## config.mk

```make
export PLATFORM = sky130hd
export DESIGN_NAME = counter_ctrl
export DESIGN_NICKNAME = d
export VERILOG_FILES = /design/src/rtl/counter_ctrl_pkg.sv /design/src/rtl/counter_ctrl_count_core.sv /design/src/rtl/counter_ctrl.sv
export SDC_FILE = /design/constraint.sdc
export NUM_CORES = 1
export LEC_CHECK = 0
export BUFFER_PORTS_ARGS = -buffer_cell sky130_fd_sc_hd__buf_2
export CORE_MARGIN = 2
export CORE_UTILIZATION = 40
export CTS_BUF_LIST = sky130_fd_sc_hd__clkbuf_4 sky130_fd_sc_hd__clkbuf_8 sky130_fd_sc_hd__clkbuf_16
export DETAILED_ROUTE_END_ITERATION = 7
export HOLD_SLACK_MARGIN = 0.03
export SLEW_MARGIN = 20
export SYNTH_ARGS = -nofsm -noshare
export SYNTH_HDL_FRONTEND = slang
export SYNTH_SLANG_ARGS = --single-unit
export TNS_END_PERCENT = 20
```

## constraint.sdc

```tcl
create_clock -name clk -period 3.1 [get_ports clk]
set_clock_uncertainty 0.15 [all_clocks]
set_input_delay 0.465 -clock clk [delete_from_list [all_inputs] [get_ports clk]]
set_output_delay 0.465 -clock clk [all_outputs]
set_load 0.02 [all_outputs]
```

## src/rtl/counter_ctrl_pkg.sv

```systemverilog
// counter_ctrl_pkg
// Shared types and constants for the counter_ctrl programmable timer.
//   cmd_op_t      : command opcodes carried on cmd_op
//   state_t       : controller run state
//   MATCH_CNT_MAX : saturation value of match_count
//   sat_inc8      : saturating 8-bit increment used for match_count
package counter_ctrl_pkg;

  typedef enum logic [1:0] {
    CMD_START_ONESHOT  = 2'b00,
    CMD_START_PERIODIC = 2'b01,
    CMD_STOP           = 2'b10,
    CMD_NOP            = 2'b11
  } cmd_op_t;

  typedef enum logic [1:0] {
    IDLE     = 2'b00,
    ONESHOT  = 2'b01,
    PERIODIC = 2'b10
  } state_t;

  localparam logic [7:0] MATCH_CNT_MAX = 8'hFF;

  // Increment that sticks at MATCH_CNT_MAX instead of wrapping.
  function automatic logic [7:0] sat_inc8(input logic [7:0] v);
    if (v == MATCH_CNT_MAX) begin
      return v;
    end else begin
      return v + 8'd1;
    end
  endfunction

endpackage

```

## src/rtl/counter_ctrl_count_core.sv

```systemverilog
// count_core
// Counter datapath for counter_ctrl: holds the running count and the
// latched terminal count (limit).
// Ports:
//   clk, reset  : clock, synchronous active-high reset
//   clear       : force count to 0 (has priority over advance)
//   advance     : step the count; wraps to 0 when it equals the limit
//   load_limit  : capture limit_in into the limit register
//   limit_in    : terminal count to capture
//   count_value : registered current count
//   terminal    : count_value equals the latched limit
module count_core #(
  parameter int WIDTH = 8
) (
  input  logic             clk,
  input  logic             reset,
  input  logic             clear,
  input  logic             advance,
  input  logic             load_limit,
  input  logic [WIDTH-1:0] limit_in,
  output logic [WIDTH-1:0] count_value,
  output logic             terminal
);

  logic [WIDTH-1:0] count_r;
  logic [WIDTH-1:0] limit_r;

  // Limit register: captured only when a new run is started.
  always_ff @(posedge clk) begin
    if (reset) begin
      limit_r <= {WIDTH{1'b0}};
    end else if (load_limit) begin
      limit_r <= limit_in;
    end
  end

  // Count register: count never passes the limit, so no overflow handling.
  always_ff @(posedge clk) begin
    if (reset) begin
      count_r <= {WIDTH{1'b0}};
    end else if (clear) begin
      count_r <= {WIDTH{1'b0}};
    end else if (advance) begin
      if (terminal) begin
        count_r <= {WIDTH{1'b0}};
      end else begin
        count_r <= count_r + {{(WIDTH-1){1'b0}}, 1'b1};
      end
    end
  end

  assign terminal    = (count_r == limit_r);
  assign count_value = count_r;

endmodule

```

## src/rtl/counter_ctrl.sv

```systemverilog
// counter_ctrl
// Programmable timer controller. Accepts START_ONESHOT / START_PERIODIC /
// STOP / NOP commands over valid/ready, runs count_core up to the latched
// limit and pulses match for one cycle at each terminal count.
// Optional feature macro: COUNTER_CTRL_PRESCALE_EN adds the prescale port
// and a 4-bit divider so the counter advances once every P+1 cycles.
// Ports:
//   clk, reset   : clock, synchronous active-high reset
//   cmd_valid    : command present
//   cmd_ready    : registered; 1 from the first edge after reset releases
//   cmd_op       : opcode (counter_ctrl_pkg::cmd_op_t)
//   cmd_limit    : terminal count, sampled when a START is accepted
//   prescale     : divider value, sampled on START (macro builds only)
//   count_value  : current count
//   busy         : a run is active
//   match        : one-cycle pulse at terminal count
//   match_count  : saturating matches since the last START
module counter_ctrl
  import counter_ctrl_pkg::*;
#(
  parameter int WIDTH = 8
) (
  input  logic             clk,
  input  logic             reset,
  input  logic             cmd_valid,
  output logic             cmd_ready,
  input  logic [1:0]       cmd_op,
  input  logic [WIDTH-1:0] cmd_limit,
`ifdef COUNTER_CTRL_PRESCALE_EN
  input  logic [3:0]       prescale,
`endif
  output logic [WIDTH-1:0] count_value,
  output logic             busy,
  output logic             match,
  output logic [7:0]       match_count
);

  state_t     state_r;
  state_t     next_state_s;
  logic       cmd_ready_r;
  logic       busy_r;
  logic       match_r;
  logic [7:0] match_count_r;
  logic       busy_next_s;
  logic       match_next_s;
  logic [7:0] match_count_next_s;

  logic       accept_s;
  logic       start_s;
  logic       stop_s;
  logic       periodic_req_s;
  logic       running_s;
  logic       tick_s;
  logic       advance_s;
  logic       wrap_s;
  logic       terminal_s;

  assign accept_s  = cmd_valid && cmd_ready_r;
  assign running_s = (state_r != IDLE);

  // Command decode; NOP is accepted but raises no control strobe.
  always_comb begin
    start_s        = 1'b0;
    stop_s         = 1'b0;
    periodic_req_s = 1'b0;
    if (accept_s) begin
      case (cmd_op_t'(cmd_op))
        CMD_START_ONESHOT:  start_s = 1'b1;
        CMD_START_PERIODIC: begin
          start_s        = 1'b1;
          periodic_req_s = 1'b1;
        end
        CMD_STOP:           stop_s = 1'b1;
        CMD_NOP:            start_s = 1'b0;
        default:            start_s = 1'b0;
      endcase
    end else begin
      start_s        = 1'b0;
      stop_s         = 1'b0;
      periodic_req_s = 1'b0;
    end
  end

`ifdef COUNTER_CTRL_PRESCALE_EN
  logic [3:0] div_r;
  logic [3:0] prescale_r;

  assign tick_s = (div_r == prescale_r);

  // Prescale divider: cleared on START, frozen when idle or on STOP.
  always_ff @(posedge clk) begin
    if (reset) begin
      div_r      <= 4'd0;
      prescale_r <= 4'd0;
    end else if (start_s) begin
      div_r      <= 4'd0;
      prescale_r <= prescale;
    end else if (running_s && !stop_s) begin
      if (tick_s) begin
        div_r <= 4'd0;
      end else begin
        div_r <= div_r + 4'd1;
      end
    end
  end
`else
  assign tick_s = 1'b1;
`endif

  // A START or STOP on the same edge pre-empts any advance (and its match).
  assign advance_s = running_s && tick_s && !start_s && !stop_s;
  assign wrap_s    = advance_s && terminal_s;

  count_core #(
    .WIDTH (WIDTH)
  ) u_count_core (
    .clk         (clk),
    .reset       (reset),
    .clear       (start_s),
    .advance     (advance_s),
    .load_limit  (start_s),
    .limit_in    (cmd_limit),
    .count_value (count_value),
    .terminal    (terminal_s)
  );

  // State register.
  always_ff @(posedge clk) begin
    if (reset) begin
      state_r <= IDLE;
    end else begin
      state_r <= next_state_s;
    end
  end

  // Next-state logic: START restarts from any state, one-shot ends at wrap.
  always_comb begin
    next_state_s = state_r;
    if (start_s) begin
      next_state_s = periodic_req_s ? PERIODIC : ONESHOT;
    end else if (stop_s) begin
      next_state_s = IDLE;
    end else if (wrap_s && (state_r == ONESHOT)) begin
      next_state_s = IDLE;
    end else begin
      next_state_s = state_r;
    end
  end

  // Output logic: next values for the registered outputs.
  always_comb begin
    busy_next_s        = (next_state_s != IDLE);
    match_next_s       = wrap_s;
    match_count_next_s = match_count_r;
    if (start_s) begin
      match_count_next_s = 8'd0;
    end else if (wrap_s) begin
      match_count_next_s = sat_inc8(match_count_r);
    end else begin
      match_count_next_s = match_count_r;
    end
  end

  // Output registers; cmd_ready rises on the first edge out of reset.
  always_ff @(posedge clk) begin
    if (reset) begin
      cmd_ready_r   <= 1'b0;
      busy_r        <= 1'b0;
      match_r       <= 1'b0;
      match_count_r <= 8'd0;
    end else begin
      cmd_ready_r   <= 1'b1;
      busy_r        <= busy_next_s;
      match_r       <= match_next_s;
      match_count_r <= match_count_next_s;
    end
  end

  assign cmd_ready   = cmd_ready_r;
  assign busy        = busy_r;
  assign match       = match_r;
  assign match_count = match_count_r;

endmodule
```

==> impl_results.md, run 1 <==
* Final hold slack at 0.2248 ns
* Mapped Area at 1319 um2
* Worst-case reg-to-reg path depth at 6
* Crit-path max FO at 9
* Final Hold Vio Count at 0
* Drt wl/cell at 13.06 um
* Syn. warnings at 0
* CP endpoint kind: flip-flop
* Data arrival, critical path at 2.44 ns
* First DRT Iteration DRCs at 57
* Via count at 1161
* Leak Pwr at 0.6721 nW
* Hold Crit Class: input port to flip-flop
* WL final at 2977 um
* Syn Inst Count at 149
* Vias/cell at 5.092
* Io pins at 32
* Post-synth EDFFs at 0
* Max Cap Viol at 0
* RSZ-0062 raised after global routing: false
* Prevailing post-synth register cell: dfxtp_1
* CTS Sinks at 29
* Power Density at 432.8 nW/um2
* Grt total ovfl at 0
* Average size of a mapped cell at 8.851 um2
* Reg2reg start: match_count[0]
* Hold-fix buffers, CTS at 0
* Largest net degree at the start of global routing at 14
* Initial Utilization at 42.50%
* Number of setup buffers added after CTS at 0
* IR drop worst, VDD at 0.1951 mV
* Clock buffer depth at 2
* Synth top area share at 44.02%
* DIE HEIGHT at 61.42 um
* Ant diodes at 0
* CTS tree: yes
* Least-Margin Pin Slew at 0.4508 ns
* Row count at 20
* Final Setup Violations at 0
* H-tree depth at 2
* Final period util at 74.94%
* CTS Buf Count at 5
* Hold Path Origin: cmd_limit[6]
* Post-synth top area cell: dfxtp_1
* Syn_nets at 164
* Distinct cell type count after synthesis at 35
* Worst-skew pair later-pin latency at 0.32 ns
* CTS clock-pin slew for the worst setup and hold paths at 0.10 ns
* Max-slew violation count at 0
* Status: complete, no violations
* First-pass GRT wire length at 4733 um
* Most frequent cell after synthesis: dfxtp_1
* Hold path cells at 3
* Crit path required time at 3.21 ns
* Global placer's final weighted congestion at 0.7945
* Register bit total from synthesis at 29
* PostCTS Resize Cnt at 0
* Rel. slew slack at 69.95%
* Critical path class: flip-flop to flip-flop
* Top post-synthesis cells by area: dfxtp_1, xnor2_1, nand2_1, a21oi_1, nor2_1
* Detailed placement HPWL at 2236 um
* Min Tclk post-route at 2.323 ns
* Core area at 3103 um2
* Initial antenna violation count at 0
* Ys async rst share at 0%
* DRC at 0
* Synth cell count leaders: dfxtp_1, nand2_1, a21oi_1, nor2_1, xnor2_1
* Clk root buf: clkbuf_4
* Sequential-to-total area share from yosys stat at 44.02%
* First-pass iteration count of the detailed router at 4
* Die X at 61.42 um
* Area growth from synthesis to layout at 18.69%
* Vias in the first global route at 1010
* WHS Endpoint: u_count_core.limit_r[6]
* Final net count at 198
* FMAX at 430.4 MHz
* Worst reg2reg setup slack at 0.78 ns
* Layout cell share with drive strength beyond 1 at 26.09%
* PortBufs at 31
* Number of routed nets with antenna violations at 0
* Setup TNS at 0 ns
* Startpoint types: flip-flop
* Reg2reg end: match_count[7]
* Die ar. at 3772 um2
* GRT Util Overall at 17.76%
==> layout make-up <==
class                           count  area (um2)
Fill cell                         337        1538
Multi-Input combinational cell    112       700.7
Sequential cell                    29       580.6
Timing Repair Buffer               32       162.7
Tap cell                           44       55.05
Clock buffer                        6       45.04
Inverter                            3       11.26
Clock inverter                      2       10.01
==> metrics by stage <==
stage / cell area (um2) / setup WS (ns) / utilization [%] / total power, W / std cells
global placement: 1510 / 0.8134 / 48.67 / 0.0004589 / 220
finish: 1565 / 0.7767 / 50.44 / 0.0006775 / 228
global route: 1565 / 0.6233 / 50.44 / 0.0007156 / 228
floorplan: 1319 / 0.7862 / - / 0.0004385 / 149
detailed placement: 1510 / 0.7315 / 48.67 / 0.0004607 / 220
CTS: 1565 / 0.7766 / 50.44 / 0.0006903 / 228
==> sequential cells by signal, indices dropped and copies added, names as in the netlist <==
name                      count
match                         1
cmd_ready                     1
busy                          1
state_r                       2
u_count_core.count_value      8
u_count_core.limit_r          8
match_count                   8
==> worst max-delay path: stages (launching register included) <==
cell and delay (ns):
dfxtp_1 0.37, ha_1 0.25, and3_1 0.24, and3_1 0.27, or4b_1 0.54, or3_1 0.32, a21oi_1 0.13
==> metal layers <==
layer / vias up / part of all wire [%] / track usage, % / wire (um)
li1: 601 / - / - / -
met1: 529 / 51 / 24.13 / 1504
met2: 29 / 44 / 25.38 / 1305
met3: 2 / 5.0 / 7.353 / 149
met4: 0 / 0.64 / 6.383 / 19
met5: - / 0 / 0 / 0
==> power by group <==
part	internal (W)	switching, W
Sequential	0.000381	0.00000729
Clock	0.0000950	0.000131
Combinational	0.0000257	0.0000380
==> layout by cell type (no fill, tap or decap), types with 2 or more instances in the layout <==
master	instances
buf_2	31
dfxtp_1	29
nand2_1	23
a21oi_1	13
nor2_1	11
xnor2_1	11
and3_1	6
clkbuf_4	6
nand4_1	4
o21ai_0	4
nand3_1	4
inv_1	3
or3_1	3
xor2_1	3
mux2i_1	2
or2_2	2
o221a_2	2
nor4_1	2
o31ai_1	2
or4_1	2
a311oi_1	2
a41o_1	2
ha_1	2
clkinv_2	2
==> cell families after synthesis <==
kind of cell,count (synthesis),synth area share (%)
multiplexers,2,1.518
XOR/XNOR,15,10.53
flip-flops,29,44.02
AO/OA/AOI/OAI,28,13.95
adder cells (fa/ha/maj),2,1.897
AND/OR/NAND/NOR,65,25.24
buffers and inverters,8,2.846
==> worst max path at each step <==
stage                        start        endpoint  cells past startpoint
finish              match_count[0]  match_count[7]                      6
CTS                 match_count[0]  match_count[7]                      6
floorplan           match_count[0]  match_count[7]                      7
detailed placement       cmd_valid  match_count[3]                      6
global route        match_count[0]  match_count[7]                      6
global placement         cmd_valid  match_count[6]                      6
No activity file was read; power rests on OpenSTA's default activity.
==> run 2: changes to the inputs <==
--- a/config.mk
+++ b/config.mk
@@ -5,6 +5,7 @@
 export SDC_FILE = /design/constraint.sdc
 export NUM_CORES = 1
 export LEC_CHECK = 0
+export ABC_AREA = 1
 export BUFFER_PORTS_ARGS = -buffer_cell sky130_fd_sc_hd__buf_2
 export CORE_MARGIN = 2
 export CORE_UTILIZATION = 40
==> constraint.sdc (replaced) <==
create_clock -name clk -period 2.4 [get_ports clk]
set_clock_uncertainty 0.15 [all_clocks]
set_input_delay 0.36 -clock clk [delete_from_list [all_inputs] [get_ports clk]]
set_output_delay 0.36 -clock clk [all_outputs]
set_load 0.02 [all_outputs]
==> run 2 against run 1 <==
Clock-buffer cell count up 1; combinational power up 100%; register-to-register slack lost 0.06 ns; via count increased by 19%; routed wire length increased by 2.9%; sequential cell count stayed put; critical endpoint is now match_count[6]; highest routed layer unchanged.
==> impl_results.md, run 2 <==
* Grt met1 use at 19.14%
* Status: complete, no violations
* Register bit total from synthesis at 29
* Clk root buf: clkbuf_8
* Number of setup buffers added after CTS at 0
* Prevailing post-synth register cell: dfxtp_1
* Mapped Area at 1494 um2
* Grt total ovfl at 0
* Startpoint types: flip-flop
* Top delay family on crit path: simple AND/OR/NAND/NOR gates
* Area growth from synthesis to layout at 19.35%
* Setup TNS at 0 ns
* Vias in the first global route at 1215
* Synth cell count leaders: nand2_1, inv_1, dfxtp_1, nor2_1
* Final Hold Vio Count at 0
* Hold Crit Class: input port to flip-flop
* Most frequent cells in the layout: nand2_1, inv_1, buf_2, dfxtp_1, nor2_1
* WL final at 3064 um
* Final Setup Violations at 0
* Max Cap Viol at 0
* Die X at 65.12 um
* CP endpoint kind: flip-flop
* DRC at 0
* Leak Pwr at 0.8393 nW
* Slowest cell on crit path: dfxtp_1
* First DRT Iteration DRCs at 88
* # fillers at 403
* PortBufs at 31
* Drt wl/cell at 10.21 um
* FMAX at 595.4 MHz
* First-pass iteration count of the detailed router at 4
* Hold-fix buffers, CTS at 0
* Final net count at 267
* Core area at 3633 um2
* RSZ-0062 raised after global routing: false
* IR drop worst, VDD at 0.4069 mV
* CTS clock-pin slew for the worst setup and hold paths at 0.06 ns
* Crit-path max FO at 9
* Crit-path max cell delay at 0.39 ns
* GRT Util Overall at 16.35%
* CP cell instances: ha_1 > nand2_1 > inv_1 > nand3_1 > nor2_1 > nand2_2 > nand3_4 > nand2_1 > a21oi_1
* Most frequent CP cell: nand2_1
* Commonest non-fill, non-tap cell in the layout: nand2_1
* Average size of a mapped cell at 6.916 um2
* Final hold slack at 0.1339 ns
* Critical path class: flip-flop to flip-flop
* Post-synth top area cell: dfxtp_1
* Detailed placement HPWL at 2311 um
* Clock buffer depth at 2
* Least-Margin Pin Slew at 0.4249 ns
* Sequential-to-total area share from yosys stat at 38.86%
* Critical path buffers and inverters at 1
* Post-synth EDFFs at 0
* Via count at 1384
* Initial antenna violation count at 0
* Syn. warnings at 0
* Ant diodes at 0
* Io pins at 32
* Synth top area share at 38.86%
* Row count at 22
* Syn_nets at 231
* First-pass GRT wire length at 5257 um
* Power Density at 588.0 nW/um2
* Global placer's final weighted congestion at 0.7670
* Worst-skew pair later-pin latency at 0.28 ns
* DIE HEIGHT at 65.12 um
* CTS tree: yes
* Number of routed nets with antenna violations at 0
* Top post-synthesis cells by area: dfxtp_1, nand2_1, inv_1, nor2_1, nand4_1
* Global routing met3 resource utilization at 4.623%
* Largest net degree at the start of global routing at 15
* PostCTS Resize Cnt at 0
* Min Tclk post-route at 1.679 ns
* Die ar. at 4240 um2
* Max-slew violation count at 0
* CTS Buf Count at 5
* GRT Max-Usage Layer: met2
* Initial Utilization at 41.12%
* Most frequent cell after synthesis: nand2_1
* CTS Sinks at 29
* Ys async rst share at 0%
* Crit path required time at 2.46 ns
* Distinct cell type count after synthesis at 27
* Final period util at 69.98%
* Rel. slew slack at 71.64%
* Syn Inst Count at 216
* Vias/cell at 4.613
* Layout cell share with drive strength beyond 1 at 20.63%
* Met2 Use GR at 27.06%
* H-tree depth at 2
* Data arrival, critical path at 1.74 ns
-- run 2: metal layers --
| layer | routed length, um | vias up |
|---|---|---|
| met5 | 0 | - |
| met4 | 68 | 0 |
| met3 | 137 | 6 |
| met2 | 1396 | 30 |
| met1 | 1461 | 592 |
| li1 | - | 756 |
-- run 2: logic make-up (layout without fill, tap and decap cells) --
family,after synthesis,count (layout),synth area share (%)
buffers and inverters,37,73,10.05
AND/OR/NAND/NOR,119,119,38.28
flip-flops,29,29,38.86
AO/OA/AOI/OAI,25,25,8.794
XOR/XNOR,4,4,2.345
adder cells (fa/ha/maj),2,2,1.675
-- run 2: through the flow --
step	std cells	setup slack, ns	total power (W)	cell area [um2]	util [%]
global route	300	0.5200	0.001102	1783	49.07
detailed placement	293	0.6817	0.0006468	1693	46.59
global placement	293	0.7376	0.0006464	1693	46.59
CTS	300	0.7067	0.001065	1783	49.07
floorplan	216	0.7122	0.0006132	1494	-
finish	300	0.7205	0.001048	1783	49.07
-- run 2: worst paths after layout --
check                                from  slack, ns                      end  cells past startpoint
setup / recovery           match_count[1]       0.72           match_count[6]                      9
hold / removal                      reset       0.13                    match                      2
setup reg to reg           match_count[1]       0.72           match_count[6]                      9
hold reg to reg   u_count_core.limit_r[6]       0.33  u_count_core.limit_r[6]                      2
-- run 2: worst reg2reg max path, cell delays in order (launching register included) --
cell,delay [ns]
dfxtp_1,0.39
ha_1,0.21
nand2_1,0.09
inv_1,0.08
nand3_1,0.08
nor2_1,0.12
nand2_2,0.14
nand3_4,0.17
nand2_1,0.06
a21oi_1,0.12
-- run 2: where the power goes --
group | leakage [nW] | switching (W) | internal (W)
combinational | 0.556 | 0.0000872 | 0.0000424
sequential | 0.235 | 0.00000938 | 0.000495
clock | 0.0477 | 0.000176 | 0.000238
-- run 2: final cells by class --
| type | instances | area, um2 | share of cell area, % |
|---|---|---|---|
| Inverter | 35 | 133.9 | 7.509 |
| Sequential cell | 29 | 580.6 | 32.56 |
| Tap cell | 48 | 60.06 | 3.368 |
| Timing Repair Buffer | 31 | 155.1 | 8.702 |
| Multi-Input combinational cell | 150 | 763.2 | 42.81 |
| Clock buffer | 7 | 90.09 | 5.053 |
==> run 3: changes to the inputs <==
==> constraint.sdc (replaced) <==
create_clock -name clk -period 1.3 [get_ports clk]
set_clock_uncertainty 0.15 [all_clocks]
set_input_delay 0.195 -clock clk [delete_from_list [all_inputs] [get_ports clk]]
set_output_delay 0.195 -clock clk [all_outputs]
set_load 0.02 [all_outputs]
==> run 3 against run 2 <==
The flow now finishes with violations (setup timing); largest power group unchanged; die area stayed put; highest routed layer unchanged; worst setup slack worse by 0.95 ns; critical path type unchanged; combinational power grew to 3.2 times the previous value; utilization is 18 points higher; clock-buffer cell count is 1 higher; cell count is 20% higher.
==> impl_results.md, run 3 (synthesis gave the netlist of run 2 again) <==
* Least-Margin Pin Slew at 0.1973 ns
* DRC at 0
* Max-slew violation count at 0
* Crit path required time at 1.35 ns
* Vias in the first global route at 1509
* WL final at 3659 um
* Grt total ovfl at 0
* Detailed placement HPWL at 2607 um
* Crit-path max FO at 4
* Initial Utilization at 41.12%
* CTS clock-pin slew for the worst setup and hold paths at 0.06 ns
* Final hold slack at 0.04534 ns
* CTS tree: yes
* Critical path class: flip-flop to flip-flop
* Commonest non-fill, non-tap cell in the layout: buf_4
* Final Instance Count excl. Fillers at 359
* Switching share of power at 26.38%
* Row count at 22
* Final net count at 325
* Final worst slack at -0.2264 ns
* WL met3 at 151 um
* Initial antenna violation count at 0
* Final Setup Violations at 21
* Hold Crit Class: input port to flip-flop
* Largest net degree at the start of global routing at 10
* Top routing layer in use: met4
* PortBufs at 31
* Vias/cell at 4.613
* Number of routed nets with antenna violations at 0
* Final Hold Vio Count at 0
* Total net switching power at 0.0005641 W
* IR drop worst, VDD at 0.6803 mV
* Area growth from synthesis to layout at 62.31%
* First DRT Iteration DRCs at 51
* Io pins at 32
* Max Cap Viol at 0
* CTS Buf Count at 5
* Inst Count DP at 336
* Area occupied by multi-input gates at 908.4 um2
* Clk root buf: clkbuf_8
* Status: complete, but fails checks
* Power Density at 881.9 nW/um2
* First-pass GRT wire length at 6389 um
* Most frequent cells in the layout: buf_4, nand2_1, buf_2, inv_1
* CP endpoint kind: flip-flop
* Register area at 614.3 um2
* Sequential Power Share at 43.3%
* Dpl ws at -0.2590 ns
* Ant diodes at 0
* Global placer's final weighted congestion at 0.8077
* Met2 wire len at 1756 um
* Final period util at 117.4%
* Clk pwr share at 37.5%
* Metal-1 WL at 1663 um
* CTS Sinks at 29
* FMAX at 655.1 MHz
* Die ar. at 4240 um2
* Core area at 3633 um2
* Hold path cells at 3
* Data arrival, critical path at 1.57 ns
* Drt wl/cell at 10.19 um
* Internal power at 0.001575 W
* Rel. slew slack at 86.75%
* Combinational power share at 19.2%
* Leak Pwr at 1.176 nW
* Min Tclk post-route at 1.526 ns
* Total chip power at 0.002139 W
* Worst-case reg-to-reg path depth at 9
* Startpoint types: flip-flop
* Worst-skew pair later-pin latency at 0.28 ns
* First-pass iteration count of the detailed router at 4
* Failing checks: setup timing
* H-tree depth at 2
* Setup TNS at -3.029 ns
* DIE HEIGHT at 65.12 um
* Die X at 65.12 um
* RSZ-0062 raised after global routing: true
* # fillers at 317
* Clock buffer depth at 2
* Via count at 1656
* Layout cell share with drive strength beyond 1 at 50.80%
* GRT Util Overall at 19.47%
==> run 3: worst max-delay path, cell delays in order, from the launching register on <==
cell	delay [ns]
dfxtp_2	0.35
inv_2	0.04
nand2_1	0.04
nand2_1	0.05
nor2_2	0.13
nand2_2	0.12
nor2_8	0.18
buf_4	0.14
nand4_1	0.08
a21oi_1	0.16
==> run 3: what timing repair did <==
| action | 4_1_cts | 5_1_grt |
|---|---|---|
| hold buffers | 8 | 0 |
| pin swaps | 11 | 12 |
| gates cloned | 2 | 0 |
| buffers inserted | 1 | 4 |
| endpoints found under the hold margin | 9 | 0 |
| setup endpoints to repair | 27 | 27 |
| resized for setup | 19 | 33 |
==> run 3: final timing paths <==
check | start | to | slack, ns
max | u_count_core.count_value[6] | match_count[1] | -0.23
min | cmd_limit[6] | u_count_core.limit_r[6] | 0.05
max reg2reg | u_count_core.count_value[6] | match_count[1] | -0.23
min reg2reg | u_count_core.limit_r[1] | u_count_core.limit_r[1] | 0.33
==> run 3: cell type report <==
class / instances / share of cell area, %
Clock buffer: 8 / 4.025
Inverter: 35 / 5.521
Multi-Input combinational cell: 152 / 37.46
Sequential cell: 29 / 25.34
Tap cell: 48 / 2.477
Timing Repair Buffer: 87 / 25.18
==> run 3: layer usage <==
layer / vias to the layer above / track usage (%)
li1: 878 / -
met3: 7 / 4.110
met4: 0 / 8.594
met2: 38 / 32.60
met1: 733 / 24.14
met5: - / 0
==> run 3: stage by stage <==
stage | utilization [%] | area, um2
finish | 66.74 | 2425
global route | 66.74 | 2425
CTS | 63.53 | 2308
detailed placement | 56.85 | 2066
global placement | 56.85 | 2066
floorplan | - | 1544
==> run 3: power groups by stage <==
stage	sequential (W)	clock [W]	combinational, W
after floorplan	0.000963	0	0.000170
after global placement	0.000945	0	0.000308
after detailed placement	0.000945	0	0.000308
after CTS	0.000926	0.000823	0.000357
after global routing	0.000928	0.000861	0.000449
final	0.000925	0.000803	0.000411
